### src/rtl/hyperram_wdata_tx_pkg.sv
// Shared types and defaults for the HyperRAM write-data transmit path.
//   ST_*   : write-data phase FSM states
//   HB_DW  : HyperBus DQ pad width default
//   CNT_W  : burst word counter width
package hyperram_wdata_tx_pkg;

    localparam int unsigned HB_DW = 8;
    localparam int unsigned CNT_W = 8;

    typedef enum logic [1:0] {
        ST_IDLE = 2'd0,
        ST_PRE  = 2'd1,
        ST_DATA = 2'd2,
        ST_POST = 2'd3
    } state_t;

endpackage

### src/rtl/hyperram_oddr.sv
// Thin ODDRX1F-style wrapper: D0 is driven while SCLK is high, D1 while it is low,
// both captured on the rising SCLK edge. RST is active-high and asynchronous.
//   d0, d1 : data for the rising / falling half of the cycle
//   sclk   : ODDR clock
//   rst    : asynchronous reset, clears both capture registers
//   q      : pad output
module hyperram_oddr (
    input  logic d0,
    input  logic d1,
    input  logic sclk,
    input  logic rst,
    output logic q
);

    logic q0;
    logic q1;

    // Capture both halves on the rising edge.
    always_ff @(posedge sclk or posedge rst) begin
        if (rst) begin
            q0 <= 1'b0;
            q1 <= 1'b0;
        end else begin
            q0 <= d0;
            q1 <= d1;
        end
    end

    assign q = sclk ? q0 : q1;

endmodule

### src/rtl/hyperram_wdata_tx.sv
// HyperRAM write-data transmit path. Buffers 16-bit write words in a small FIFO and,
// during the write-data phase, serialises one word per clk onto DQ through ODDR cells
// (upper byte on the rising half, lower byte on the falling half) with per-byte RWDS masks.
// Ports:
//   clk, rst_n            : clock (also ODDR SCLK), async active-low reset
//   start, burst_len      : begin a phase of burst_len words (0 = empty burst)
//   abort                 : terminate PRE/DATA early, flushing the FIFO
//   s_valid/s_data/s_mask : write-word push interface, s_ready = FIFO not full
//   busy, done, underrun  : phase status; underrun is sticky until next start
//   dq_o, dq_oe           : DQ pads and output enable
//   rwds_o, rwds_oe       : RWDS pad and output enable
module hyperram_wdata_tx
    import hyperram_wdata_tx_pkg::*;
#(
    parameter int unsigned DW    = HB_DW,
    parameter int unsigned DEPTH = 4
) (
    input  logic                clk,
    input  logic                rst_n,
    input  logic                start,
    input  logic [CNT_W-1:0]    burst_len,
    input  logic                abort,
    input  logic                s_valid,
    input  logic [2*DW-1:0]     s_data,
    input  logic [1:0]          s_mask,
    output logic                s_ready,
    output logic                busy,
    output logic                done,
    output logic                underrun,
    output logic [DW-1:0]       dq_o,
    output logic                dq_oe,
    output logic                rwds_o,
    output logic                rwds_oe
);

    localparam int unsigned WW = 2 * DW;
    localparam int unsigned AW = $clog2(DEPTH);
    localparam int unsigned PW = AW + 1;
    localparam int unsigned EW = WW + 2;

    state_t           state;
    state_t           state_next;
    logic [CNT_W-1:0] cnt;
    logic [CNT_W-1:0] cnt_next;

    logic [PW-1:0]    wr_ptr;
    logic [PW-1:0]    rd_ptr;
    logic [PW-1:0]    wr_ptr_next;
    logic [PW-1:0]    rd_ptr_next;
    logic [EW-1:0]    mem [DEPTH];
    logic [EW-1:0]    head;

    logic             push;
    logic             pop;
    logic             flush;
    logic             filler;
    logic             empty;
    logic             full_next;
    logic             set_udr;
    logic             clr_udr;
    logic             oe_next;

    logic [DW-1:0]    oddr_d0;
    logic [DW-1:0]    oddr_d1;
    logic             oddr_rwds0;
    logic             oddr_rwds1;
    logic [DW-1:0]    d0_next;
    logic [DW-1:0]    d1_next;
    logic             rwds0_next;
    logic             rwds1_next;
    logic             oddr_rst;

    // FIFO bookkeeping; a flush also swallows a word pushed in the same cycle.
    assign push        = s_valid && s_ready;
    assign empty       = (wr_ptr == rd_ptr);
    assign head        = mem[rd_ptr[AW-1:0]];
    assign wr_ptr_next = wr_ptr + PW'(push);
    assign rd_ptr_next = flush ? wr_ptr_next : (rd_ptr + PW'(pop));
    assign full_next   = (wr_ptr_next[PW-1] != rd_ptr_next[PW-1]) &&
                         (wr_ptr_next[AW-1:0] == rd_ptr_next[AW-1:0]);

    // FIFO storage, entry = {mask, data}.
    always_ff @(posedge clk) begin
        if (push) begin
            mem[wr_ptr[AW-1:0]] <= {s_mask, s_data};
        end
    end

    // State, counter, pointers and registered status.
    always_ff @(posedge clk or negedge rst_n) begin
        if (!rst_n) begin
            state    <= ST_IDLE;
            cnt      <= '0;
            wr_ptr   <= '0;
            rd_ptr   <= '0;
            s_ready  <= 1'b1;
            busy     <= 1'b0;
            done     <= 1'b0;
            underrun <= 1'b0;
            dq_oe    <= 1'b0;
            rwds_oe  <= 1'b0;
        end else begin
            state    <= state_next;
            cnt      <= cnt_next;
            wr_ptr   <= wr_ptr_next;
            rd_ptr   <= rd_ptr_next;
            s_ready  <= !full_next;
            busy     <= (state_next != ST_IDLE);
            done     <= (state_next == ST_POST);
            if (clr_udr) begin
                underrun <= 1'b0;
            end else if (set_udr) begin
                underrun <= 1'b1;
            end
            dq_oe    <= oe_next;
            rwds_oe  <= oe_next;
        end
    end

    // Next-state, pop/filler decisions.
    always_comb begin
        state_next = state;
        cnt_next   = cnt;
        pop        = 1'b0;
        flush      = 1'b0;
        filler     = 1'b0;
        set_udr    = 1'b0;
        clr_udr    = 1'b0;
        case (state)
            ST_IDLE: begin
                if (start) begin
                    cnt_next   = burst_len;
                    clr_udr    = 1'b1;
                    state_next = (burst_len == '0) ? ST_POST : ST_PRE;
                end
            end
            ST_PRE: begin
                if (abort) begin
                    flush      = 1'b1;
                    state_next = ST_POST;
                end else begin
                    state_next = ST_DATA;
                end
            end
            ST_DATA: begin
                // An empty FIFO yields a fully masked filler word; the burst never stalls.
                if (empty) begin
                    filler  = 1'b1;
                    set_udr = 1'b1;
                end else begin
                    pop = 1'b1;
                end
                cnt_next = cnt - CNT_W'(1);
                if (abort) begin
                    flush      = 1'b1;
                    state_next = ST_POST;
                end else if (cnt == CNT_W'(1)) begin
                    state_next = ST_POST;
                end
            end
            ST_POST: begin
                state_next = ST_IDLE;
            end
            default: begin
                state_next = ST_IDLE;
            end
        endcase
    end

    // Pads are driven for PRE, DATA and the POST of a non-empty burst only.
    assign oe_next = (state_next == ST_PRE) || (state_next == ST_DATA) ||
                     ((state_next == ST_POST) && (state != ST_IDLE));

    // ODDR input staging: the word popped this cycle is presented next cycle.
    always_comb begin
        d0_next    = '0;
        d1_next    = '0;
        rwds0_next = 1'b0;
        rwds1_next = 1'b0;
        if (pop) begin
            {rwds0_next, rwds1_next, d0_next, d1_next} = head;
        end else if (filler) begin
            rwds0_next = 1'b1;
            rwds1_next = 1'b1;
        end
    end

    always_ff @(posedge clk or negedge rst_n) begin
        if (!rst_n) begin
            oddr_d0    <= '0;
            oddr_d1    <= '0;
            oddr_rwds0 <= 1'b0;
            oddr_rwds1 <= 1'b0;
        end else begin
            oddr_d0    <= d0_next;
            oddr_d1    <= d1_next;
            oddr_rwds0 <= rwds0_next;
            oddr_rwds1 <= rwds1_next;
        end
    end

    assign oddr_rst = ~rst_n;

    // One ODDR per DQ bit plus one for RWDS.
    for (genvar i = 0; i < DW; i++) begin : g_dq
        hyperram_oddr u_oddr (
            .d0   (oddr_d0[i]),
            .d1   (oddr_d1[i]),
            .sclk (clk),
            .rst  (oddr_rst),
            .q    (dq_o[i])
        );
    end

    hyperram_oddr u_oddr_rwds (
        .d0   (oddr_rwds0),
        .d1   (oddr_rwds1),
        .sclk (clk),
        .rst  (oddr_rst),
        .q    (rwds_o)
    );

endmodule

### config.mk
export PLATFORM = sky130hd
export DESIGN_NAME = hyperram_wdata_tx
export DESIGN_NICKNAME = d
export VERILOG_FILES = /design/src/rtl/hyperram_wdata_tx_pkg.sv /design/src/rtl/hyperram_oddr.sv /design/src/rtl/hyperram_wdata_tx.sv
export SDC_FILE = /design/constraint.sdc
export NUM_CORES = 1
export LEC_CHECK = 0
export ABC_AREA = 1
export BUFFER_PORTS_ARGS = -buffer_cell sky130_fd_sc_hd__buf_2
export CORE_UTILIZATION = 45
export CTS_CLUSTER_SIZE = 14
export DETAILED_ROUTE_END_ITERATION = 10
export HOLD_SLACK_MARGIN = 0.06
export PLACE_DENSITY = 0.62
export RECOVER_POWER = 100
export SLEW_MARGIN = 20
export SYNTH_ARGS = -nofsm -noshare
export SYNTH_HDL_FRONTEND = slang
export SYNTH_HIERARCHICAL = 1
export SYNTH_SLANG_ARGS = --single-unit
### constraint.sdc
create_clock -name clk -period 2.4 [get_ports clk]
set_input_delay 0.48 -clock clk [delete_from_list [all_inputs] [get_ports clk]]
set_output_delay 0.48 -clock clk [all_outputs]
set_load 0.01 [all_outputs]
==> results of run 1 <==
## worst max-delay path, stage by stage
cell and delay (ns):
clkbuf_16 0.16, clkbuf_16 0.17, inv_1 0.05, nand2_1 0.04
nand2_1 0.08, clkbuf_1 0.15
## power groups by stage
stage                     clock (mW)  combinational, mW  sequential [mW]
after global routing            3.27               2.80             3.22
after floorplan                0.161               1.88             3.17
final                           3.05               2.44             3.17
after CTS                       3.14               2.52             3.17
after global placement         0.220               2.44             3.19
after detailed placement       0.220               2.50             3.21
## cells in the mapped netlist
cell type and n:
a21o_1 1, a21oi_1 11, a21oi_2 9, buf_2 5, buf_4 4, buf_6 2, clkbuf_1 3, dfrtp_1 56
dfstp_2 1, edfxtp_1 72, ha_1 11, inv_1 48, inv_2 2, nand2_1 76, nand2_2 1, nand2_4 1
nand3_1 18, nand3_2 1, nand4_1 2, nor2_1 83, nor3_1 6, o211ai_1 1, o21ai_0 41, o21ai_1 4
o21bai_1 2, o22ai_1 1, xnor2_1 3, xnor2_2 1, xor2_1 2
## area by class of cell
class	count	area, um^2	share of cell area [%]
clock inverter	18	118.9	1.915
clock buffer	39	605.6	9.758
multi-input combinational	275	1353	21.79
sequential	129	3590	57.84
tap	140	175.2	2.823
inverter	41	153.9	2.480
timing repair buffer	46	210.2	3.387
## layer usage
metal | vias to the layer above | share of wire (%)
met1 | 1665 | 45
met4 | 0 | 1.7
li1 | 1679 | -
met5 | - | 0
met2 | 74 | 48
met3 | 13 | 5.0
## final timing paths
kind                                           to        from  slack (ns)
worst max-delay path                       rwds_o         clk        0.06
worst min-delay path                    mem[2][6]   s_data[6]        0.19
worst max register to register             cnt[4]    state[0]        0.49
worst min register to register  g_dq[0].u_oddr/q1  oddr_d1[0]        0.35
max in group asynchronous              oddr_rwds0       rst_n        0.40
min in group asynchronous                  cnt[2]       rst_n        0.57
## cell families (layout without fill, tap and decap cells)
logic type | Yosys count | in the layout | synth area share [%]
simple gates | 188 | 188 | 14.51
flops | 129 | 129 | 68.82
compound gates | 70 | 70 | 7.580
buf+inv | 64 | 144 | 5.301
fa+ha+maj | 11 | 11 | 2.638
xor+xnor | 6 | 6 | 1.152
## state kept, by name, summed over array words and instances, names as in the netlist, 2 cells and up
name            count
oddr_d0             8
wr_ptr              3
state               2
cnt                 8
g_dq.u_oddr/q0      8
mem                72
g_dq.u_oddr/q1      8
rd_ptr              3
oddr_d1             8
## stage by stage
| stage | cells | area [um^2] | hold slack (ns) | power (mW) |
|---|---|---|---|---|
| global placement | 648 | 5615 | 0.3319 | 5.852 |
| finish | 688 | 6206 | 0.1862 | 8.651 |
| floorplan | 468 | 5216 | 0.1844 | 5.217 |
| global route | 688 | 6206 | 0.1764 | 9.289 |
| CTS | 688 | 6280 | 0.1121 | 8.829 |
| detailed placement | 648 | 5615 | 0.3356 | 5.931 |
## what timing repair did
action | 4_1_cts | 5_1_grt
buffers inserted | 3 | 0
hold buffers | 1 | 0
setup endpoints to repair | 9 | 1
gates resized for setup | 0 | 1
hold endpoints to repair | 6 | 0
==> results.cfg, run 1 <==
[setup_path]
required_ns = 1.92
r2r_cells = 7
critPathLaunchType = clock port
cp_max_fo = 10
critical_path_arrival_ns = 1.86
setup.worst_path.end_class = output pin
crit_type = clock port to output pin

[power_and_ir_drop]
switchingPower_mw = 3.021
clkPwrFrac_pct = 35.2
p_leak_nw = 2.719
internal_power_mw = 5.630
peakVddDrop_v = 0.0007884
pwr_density_cell_nw_per_um2 = 1394
comb_power_share_pct = 28.2
pwr-share-seq_pct = 36.6
p_sw_share_pct = 34.92

[yosys]
syn-num-nets = 510
postSynthRegisterBits = 129
synth_warnings = 6
avgSynthCellArea_um2 = 11.15
synth_area_leaders = edfxtp_1 41%, dfrtp_1 27%, nor2_1 6.0%
netlist_area_um2 = 5216
yosysTopAreaCell = edfxtp_1
synthCells = 468
synth_top_area_share_pct = 41.45
ys_seq_area_share_pct = 68.82
yosysUniqueCellTypes = 29

[timing]
finalSetupViolations = 0
fin_worst_skew_ns = 0.2329
fin_tns_setup_ns = 0
timing.final.hold_violations = 0
maxSlewHeadroom_pct = 30.69
drv_slew = 0
rsz0062_at_grt = no
setup_slack_ns = 0.06372
worstMarginPinSlew_ns = 1.040

[place]
preCtsSetupSlack_ns = 0.5022
gp_congestion = 0.7800
portBuffers = 45
dp_hpwl_um = 6076

[drt]
drtPass1Iterations = 4
avgRoutedWirePerCell_um = 14.83
ant_nets = 0
first_iter_violations = 228
num_vias = 3431
routed_wl_um = 10210
drc = 0
vias_per_cell = 4.987

[min_path]
hp-class = input port to flop
hold_depth = 1

[grt]
grt_pass1_wl_um = 16320
use_met1_pct = 22.24
gr-usage-met3_pct = 8.239
busiest_layer = met2
grt_max_degree = 39
overflow = 0
grt_usage_pct = 19.26
grt_antenna_before_repair = 0
grt_pass1_vias = 3519
met2_usage_pct = 29.78

[floorplanning]
ios = 46
start_util_pct = 47.09
die_y_um = 109.7
coreArea_um2 = 11080
fp-row-count = 38
die_w_um = 109.7
die-area_um2 = 12030

[finish]
drive_above_1_share_pct = 12.96
layout_common_cells = 83 x nor2_1, 75 x nand2_1, 72 x edfxtp_1
fill_cells = 984
layout_commonest_cell = nor2_1
fin_util_pct = 56.02
area_growth_pct = 18.97
fin_nets = 576
antennaDiodeCount = 0

[clock_network]
clkSlewWorstSetupHoldPaths_ns = 0.05
insertion_delay_ns = 0.55
cts_tree = yes

[status]
run_status = completed

[job]
maxCapViolations = 0
Power figures use the tool's default switching activity.
==> inputs of run 2 (changes only) <==
--- a/config.mk
+++ b/config.mk
@@ -6,12 +6,12 @@
 export NUM_CORES = 1
 export LEC_CHECK = 0
 export ABC_AREA = 1
-export BUFFER_PORTS_ARGS = -buffer_cell sky130_fd_sc_hd__buf_2
 export CORE_UTILIZATION = 45
 export CTS_CLUSTER_SIZE = 14
 export DETAILED_ROUTE_END_ITERATION = 10
+export DONT_BUFFER_PORTS = 1
 export HOLD_SLACK_MARGIN = 0.06
-export PLACE_DENSITY = 0.62
+export PLACE_DENSITY = 0.59
 export RECOVER_POWER = 100
 export SLEW_MARGIN = 20
 export SYNTH_ARGS = -nofsm -noshare
==> run 2 against run 1 <==
  * Final cell count shrank 7.0%
  * Power is 2.2% lower
  * Flip-flop and latch count unchanged
  * Critical path depth decreased by 1
  * Clock power decreased by 4%
  * Via count down 4.2%
  * Utilization shrank 2.0 points
  * Setup slack better by 0.046 ns
  * Count of clock-buffer cells in the layout decreased by 17
  * Sequential share of layout area is 2.1 points higher
  * First-iteration DRC count increased by 1.3%
  * Design area fell by 3.5%
==> results.cfg, run 2 (synthesized netlist as in run 1, its figures left out) <==
[min_path]
hp-class = input port to flop

[setup_path]
setup.worst_path.end_class = output pin
endpoint = dq_o[5]
reg2reg_to = oddr_d0[2]
crit_family = buffers and inverters
worstSetupStartpoint = clk
cp_num_cells = 5
critPathLaunchType = clock port
r2r_start = rd_ptr[0]
reg2reg_slack_ns = 0.19
crit_type = clock port to output pin
critPathMaxStageDelay_ns = 0.22
cp_max_fo = 16
slowest_stage = clkbuf_4
r2r_cells = 4
required_ns = 1.92
crit_chain = buf_6 > clkbuf_4 > inv_1 > nand2_1 > nand2_2
critical_path_arrival_ns = 1.81
critPathBufInv = 3

[place]
portBuffers = 0
dp_hpwl_um = 6001
gp_congestion = 0.8615
place_area_um2 = 5383

[finish]
layout_commonest_cell = nor2_1
drive_above_1_share_pct = 12.00
largest_register_ff_count = 72
layout_common_cells = 83 x nor2_1, 72 x nand2_1, 72 x edfxtp_1
antennaDiodeCount = 0
area_growth_pct = 14.82
fin_area_um2 = 5989
fin_nets = 528

[timing]
maxSlewHeadroom_pct = 30.84
fin_worst_skew_ns = 0.06464
worstMarginPinSlew_ns = 1.037
rsz0062_at_grt = no
finalSetupViolations = 0
fin_tns_setup_ns = 0
timing.final.hold_violations = 0
drv_slew = 0

[grt]
grt_antenna_before_repair = 0
grt_usage_pct = 19.35
grt_pass1_vias = 3463
grt_pass1_wl_um = 16310
overflow = 0
grt_max_degree = 41

[clock_network]
cts_tree = yes
insertion_delay_ns = 0.53
clkSlewWorstSetupHoldPaths_ns = 0.12

[floorplanning]
die-area_um2 = 12030
die_y_um = 109.7
start_util_pct = 47.09
coreArea_um2 = 11080
ios = 46
die_w_um = 109.7
fp-row-count = 38

[drt]
vias_per_cell = 5.138
ant_nets = 0
first_iter_violations = 231
drc = 0
avgRoutedWirePerCell_um = 15.90
num_vias = 3288
drtPass1Iterations = 4
routed_wl_um = 10180

[power_and_ir_drop]
peakVddDrop_v = 0.0006666
pwr_density_cell_nw_per_um2 = 1413
p_leak_nw = 2.599

[status]
run_status = completed

[job]
maxCapViolations = 0
## run 2: worst min path at each step
| stage | from | endpoint | slack (ns) | depth (start not counted) |
|---|---|---|---|---|
| after floorplan | rst_n | busy | 0.18 | 0 |
| after global placement | rst_n | oddr_d1[0] | 0.19 | 0 |
| after detailed placement | rst_n | oddr_d0[0] | 0.19 | 0 |
| after CTS | s_data[10] | mem[2][10] | 0.14 | 0 |
| after global routing | s_data[11] | mem[3][11] | -0.01 | 0 |
| final | s_data[11] | mem[3][11] | 0.04 | 0 |
## run 2: through the flow
step / hold WS [ns] / util (%) / worst slack, ns / instances / power (mW)
final: 0.03847 / 54.07 / 0.1098 / 640 / 8.461
after global routing: -0.01212 / 54.07 / 0.04602 / 640 / 9.054
after global placement: 0.1862 / 48.59 / 0.5643 / 602 / 5.701
after floorplan: 0.1844 / - / 0.06484 / 468 / 5.217
after CTS: 0.1399 / 55.46 / 0.1014 / 640 / 9.019
after detailed placement: 0.1861 / 48.59 / 0.4789 / 602 / 5.780
## run 2: power breakdown
group,switching [mW],internal [mW]
clock,1.17,1.75
sequential,0.248,2.94
combinational,1.59,0.756
total,3.01,5.45
## run 2: per-layer routing
metal	part of all wire [%]	vias to the layer above	track usage [%]
li1	-	1581	-
met1	43	1592	21.98
met2	47	91	28.84
met3	7.4	24	9.959
met4	3.0	0	12.19
met5	0	-	0
## run 2: cell type report
class | count | area [um^2]
Clock buffer | 22 | 422.9
Sequential cell | 129 | 3590
Tap cell | 140 | 175.2
Multi-Input combinational cell | 275 | 1361
Inverter | 41 | 153.9
Timing Repair Buffer | 10 | 61.31
Fill cell | 944 | 5089
Clock inverter | 23 | 225.2
## run 2: timing repair
| action | 4_1_cts | 5_1_grt |
|---|---|---|
| hold buffers | 2 | 0 |
| gates resized for setup | 4 | 0 |
| endpoints found under the setup margin | 9 | 0 |
| buffers inserted | 0 | 0 |
| hold endpoints to repair | 50 | 0 |
